`src/rtl/digest_display_scanner.sv`:
```
// Latches a 256-bit SHA-256 digest and time-multiplexes it, 8 nibbles per page,
// onto an 8-digit common-anode display with a blanking gap at the start of each slot.
module digest_display_scanner #(
  parameter int REFRESH_DIV  = 100000,
  parameter int BLANK_CYCLES = 1000
) (
  input  logic         clk,
  input  logic         rst,
  input  logic [255:0] digest_in,
  input  logic         digest_valid,
  input  logic         digest_clear,
  input  logic         page_next,
  output logic [3:0]   value,
  output logic         rounds_done,
  output logic [7:0]   an,
  output logic [2:0]   page
);

  localparam int CNT_W = (REFRESH_DIV > 2) ? $clog2(REFRESH_DIV) : 1;
  localparam logic [CNT_W-1:0] DIV_LAST  = CNT_W'(REFRESH_DIV - 1);
  localparam logic [CNT_W-1:0] BLANK_END = CNT_W'(BLANK_CYCLES);

  typedef enum logic {
    EMPTY = 1'b0,
    HOLD  = 1'b1
  } state_t;

  state_t         state_reg, state_next;
  logic [255:0]   digest_reg, digest_next;
  logic [2:0]     page_idx_reg, page_idx_next;
  logic [CNT_W-1:0] div_cnt_reg;
  logic [2:0]     digit_idx_reg;
  logic [3:0]     value_reg;
  logic [7:0]     an_reg;
  logic           rounds_done_reg;

  logic [31:0]    word_arr [8];
  logic [31:0]    cur_word;
  logic [3:0]     nib_arr [8];
  logic [3:0]     cur_nib;
  logic [7:0]     an_dec;

  // Page 0 is H0, the most significant word of the digest.
  genvar gi;
  generate
    for (gi = 0; gi < 8; gi++) begin : g_word
      assign word_arr[gi] = digest_reg[255 - 32*gi -: 32];
    end
  endgenerate

  assign cur_word = word_arr[page_idx_reg];

  generate
    for (gi = 0; gi < 8; gi++) begin : g_nib
      assign nib_arr[gi] = cur_word[4*gi +: 4];
      assign an_dec[gi]  = ~(digit_idx_reg == 3'(gi));
    end
  endgenerate

  assign cur_nib = nib_arr[digit_idx_reg];

  // Capture beats clear, and either one swallows a coincident page step.
  always_comb begin
    state_next    = state_reg;
    digest_next   = digest_reg;
    page_idx_next = page_idx_reg;
    case (state_reg)
      EMPTY: begin
        if (digest_valid) begin
          state_next    = HOLD;
          digest_next   = digest_in;
          page_idx_next = 3'd0;
        end
      end
      HOLD: begin
        if (digest_valid) begin
          digest_next   = digest_in;
          page_idx_next = 3'd0;
        end else if (digest_clear) begin
          state_next    = EMPTY;
          digest_next   = '0;
          page_idx_next = 3'd0;
        end else if (page_next) begin
          page_idx_next = page_idx_reg + 3'd1;
        end
      end
      default: state_next = EMPTY;
    endcase
  end

  always_ff @(posedge clk or posedge rst) begin
    if (rst) begin
      state_reg       <= EMPTY;
      digest_reg      <= '0;
      page_idx_reg    <= 3'd0;
      div_cnt_reg     <= '0;
      digit_idx_reg   <= 3'd0;
      value_reg       <= 4'h0;
      an_reg          <= 8'hFF;
      rounds_done_reg <= 1'b0;
    end else begin
      state_reg    <= state_next;
      digest_reg   <= digest_next;
      page_idx_reg <= page_idx_next;
      // Scan timing is free-running and independent of capture/clear/paging.
      if (div_cnt_reg == DIV_LAST) begin
        div_cnt_reg   <= '0;
        digit_idx_reg <= digit_idx_reg + 3'd1;
      end else begin
        div_cnt_reg <= div_cnt_reg + CNT_W'(1);
      end
      value_reg       <= cur_nib;
      an_reg          <= (div_cnt_reg < BLANK_END) ? 8'hFF : an_dec;
      rounds_done_reg <= (state_reg == HOLD);
    end
  end

  assign value       = value_reg;
  assign an          = an_reg;
  assign rounds_done = rounds_done_reg;
  assign page        = page_idx_reg;

endmodule

```
`config.mk`:
```
export PLATFORM = sky130hd
export DESIGN_NAME = digest_display_scanner
export DESIGN_NICKNAME = d
export VERILOG_FILES = /design/src/rtl/digest_display_scanner.sv
export SDC_FILE = /design/constraint.sdc
export NUM_CORES = 1
export LEC_CHECK = 0
export ABC_AREA = 1
export BUFFER_PORTS_ARGS = -buffer_cell sky130_fd_sc_hd__buf_2
export CORE_MARGIN = 2
export CORE_UTILIZATION = 30
export CTS_CLUSTER_SIZE = 16
export DETAILED_ROUTE_END_ITERATION = 7
export PLACE_DENSITY = 0.55
export SYNTH_ARGS = -nofsm -noshare
export SYNTH_HDL_FRONTEND = slang
export SYNTH_SLANG_ARGS = --single-unit
```
`constraint.sdc`:
```
create_clock -name clk -period 11.2 [get_ports clk]
set_clock_uncertainty 0.05 [all_clocks]
set_input_delay 1.12 -clock clk [delete_from_list [all_inputs] [get_ports clk]]
set_output_delay 1.12 -clock clk [all_outputs]
set_load 0.03 [all_outputs]
```
==> summary.txt <==
Status
  • Status: finished, final reports clean

Routing
  • First-iteration detailed-routing DRC count: ~940
  • Number of remaining DRC errors: 0
  • Post-detailed-routing wire length: 44800 um
  • DR WL/cell: 20.5 um
  • DR vias: 11100
  • First-pass iteration count of the detailed router: 5
  • Ratio of routed vias to standard cells: 5.10
  • Antenna Violating Nets Remaining: 0

Logic synthesis
  • Cell area after synthesis: 13300 sq um
  • Share of async-settable or async-resettable flops after synthesis: 100%
  • Most frequently used cell type in the post-synthesis netlist: sky130_fd_sc_hd__nand2_1
  • Top FF cell, synth: sky130_fd_sc_hd__dfrtp_1
  • Yosys top cell area share: 53.7%
  • Ranking of synthesized cells by area: sky130_fd_sc_hd__dfrtp_1 (54%), sky130_fd_sc_hd__a22o_1 (17%), sky130_fd_sc_hd__nand2_1 (9.9%)
  • Warnings from Yosys: 0
  • Net Count, Synth: 1619
  • Share of synthesized area occupied by flip-flops and latches: 55.3%
  • Avg Synthesized Cell Area: 9.83 sq um
  • Synthesized netlist cell count: 1350
  • #FFs+latches synth: slightly below 300
  • Number of enable-type register cells in the synthesized netlist: 0
  • Largest area contributor in the netlist: sky130_fd_sc_hd__dfrtp_1
  • Unique cell type count in the Yosys netlist: 30
  • Most frequent cells after synthesis: sky130_fd_sc_hd__nand2_1 (351), sky130_fd_sc_hd__dfrtp_1 (285), sky130_fd_sc_hd__a22o_1 (256), sky130_fd_sc_hd__nand3_1 (231), sky130_fd_sc_hd__buf_4 (42)

Place
  • DPL Wire Length: 29400 um
  • Post-Place Worst Slack: 6.28 ns
  • Number of port buffers: 276
  • Final estimated routing congestion in global placement: 0.848

Global routing
  • Number of antenna violations at the first check in global routing: 7
  • Overall overflow remaining after global route: 0
  • GR Util All Layers: 19.6%
  • Largest net degree at the start of global routing: 177
  • Vias in the first global route: ~11000
  • First-pass GRT wire length: around 70000 um

Worst setup path
  • Reg2Reg Capture Point: value[0]
  • Worst reg2reg path depth: 10
  • Crit path from: digest_valid
  • Type of the worst setup path: primary input to flop
  • Crit-path most repeated cell: sky130_fd_sc_hd__buf_4
  • Register-to-Register Setup Slack: 7.64 ns
  • Largest stage delay, worst path: 0.86 ns
  • Kind of start point of the critical path: primary input
  • Highest net fanout along the worst path: around 180
  • Critical path arrival: 4.79 ns
  • Worst path cell trace: clkbuf_8 -> buf_4 -> inv_1 -> nand2_1 -> nand2_8 -> buf_4 -> a22o_1
  • Reg-to-reg critical path startpoint: page[0]
  • Nature of the critical path endpoint: flop
  • Required time worst endpoint: 11.56 ns
  • Critical Path Slowest Stage Cell: sky130_fd_sc_hd__buf_4

Floorplanning
  • Overall die width: 214 um
  • Standard cell core area: 43900 sq um
  • Die extent in y: 214 um
  • I/O pin cnt: around 280
  • Initial core utilization: between 30% and 40%
  • Die area: 46000 sq um
  • Number of rows created at floorplan: 77

Timing
  • Final worst path period share: 39.6%
  • Final setup violation count: 0
  • Post-layout min period: between 4 and 5 ns
  • Worst-case headroom to the max-slew limit: 21.9%
  • Count of endpoints failing hold in the final timing report: 0
  • Actual slew at the worst max-slew pin: 1.17 ns
  • Final hold slack: 0.323 ns
  • Min setup slack post-route: 6.77 ns
  • Achievable Freq: 0.226 GHz
  • Setup TNS: 0 ns
  • Setup repair after global routing missed its margin: false
  • Slew Limit Fails: 0

Power
  • Power, Total: 2.67 mW
  • Peak VDD IR: 0.0925 mV
  • Power density over the cells: 166 nW/um^2
  • Leakage power summed over all cells: 7.76 nW

Job
  • Count of max-cap constraint violations: 0

Clock tree
  • Worst-skew pair later-pin latency: 0.54 ns
  • Root buffer selected by CTS: sky130_fd_sc_hd__clkbuf_16
  • Depth of the CTS H-tree: 2
  • Count of clock tree sinks: 293
  • Total of hold buffers inserted after clock tree synthesis: 0
  • Cts repair resizes: 0
  • Clock tree from TritonCTS: yes
  • Post-CTS Setup Bufs: 0
  • Maximum clock path buffer count: 3
  • Clock-pin transition on the worst setup and hold timing paths: 0.06 ns
  • Number of buffers inserted during clock tree synthesis: 36

Layout
  • Fraction of layout instances using a drive strength above 1: between 20% and 30%
  • Flip-flop count of the largest register after layout: roughly 260
  • Number of filler cells placed in the layout: 4493
  • Growth of design area from synthesis to finish: 21.0%
  • Layout net count: 1834

Min path
  • Critical hold path startpoint: state_reg
  • Classification of the worst-slack hold path: flop to flop
  • Cell count of the worst hold path: 0
  • Hold Crit Endpoint: rounds_done
critical path: cells and delay by family:
family	cells	cell delay, ns
AOI/OAI and AO/OA	1	0.31
and+or+nand+nor	2	0.90
buffers and inverters	4	2.18
final cells by class:
class                   instances  area (sq um)  area share, %
well taps                     592           741           4.61
repair buffers                288          1480           9.21
diodes                          1          2.50         0.0156
clock buffers                  52          1080           6.74
inverters                      35           143          0.888
clock inverters                11          96.3          0.600
multi-input cells             911          5170           32.2
flip-flops and latches        293          7350           45.7
cell families after synthesis:
logic type	count (synthesis)	share of synthesized area, %
AOI/OAI and AO/OA	278	17.7
xor gates and xnor gates	4	0.264
adders and majority gates	8	0.754
buffers and inverters	146	5.81
DFF	293	55.3
and+or+nand+nor	621	20.1
layer usage:
metal / global-route usage (%) / wire length, um / vias to the layer above
met3: 4.11 / 2790 / 60
li1: - / - / 5198
met4: 6.09 / 1030 / 8
met5: 0 / 46 / -
met2: 29.0 / 19700 / 367
met1: 28.6 / 21300 / 5496
through the flow:
step / cell area (sq um) / utilization (%) / cells
floorplan: 13300 / - / 1350
global placement: 14900 / 33.9 / 2119
detailed placement: 14900 / 33.9 / 2119
CTS: 16100 / 36.6 / 2182
global route: 16100 / 36.6 / 2182
finish: 16100 / 36.6 / 2183
worst max path at each step:
| stage | slack, ns | cells past startpoint | end |
|---|---|---|---|
| 2_1_floorplan | 1.95 | 1 | digest_reg[0] |
| 3_3_place_gp | 6.31 | 7 | digest_reg[182] |
| 3_5_place_dp | 6.28 | 7 | digest_reg[239] |
| 4_1_cts | 6.86 | 7 | digest_reg[185] |
| 5_1_grt | 6.55 | 7 | digest_reg[205] |
| 6_report | 6.77 | 7 | digest_reg[196] |
power breakdown:
part | internal, mW | switching (mW)
clock | 0.694 | 0.464
sequential | 1.15 | 0.0553
combinational | 0.132 | 0.175
cell usage in the layout, fill, tap and decap left out, types with 9 or more instances in the layout:
master                      instances
sky130_fd_sc_hd__a21oi_1            9
sky130_fd_sc_hd__a22o_1           256
sky130_fd_sc_hd__buf_2            275
sky130_fd_sc_hd__buf_4             12
sky130_fd_sc_hd__clkbuf_16         37
sky130_fd_sc_hd__clkbuf_8          11
sky130_fd_sc_hd__dfrtp_1          283
sky130_fd_sc_hd__inv_1             29
sky130_fd_sc_hd__nand2_1          351
sky130_fd_sc_hd__nand3_1          231
sky130_fd_sc_hd__nor2_1            22
sky130_fd_sc_hd__o21ai_0           10
No activity file was read; power rests on OpenSTA's default activity.
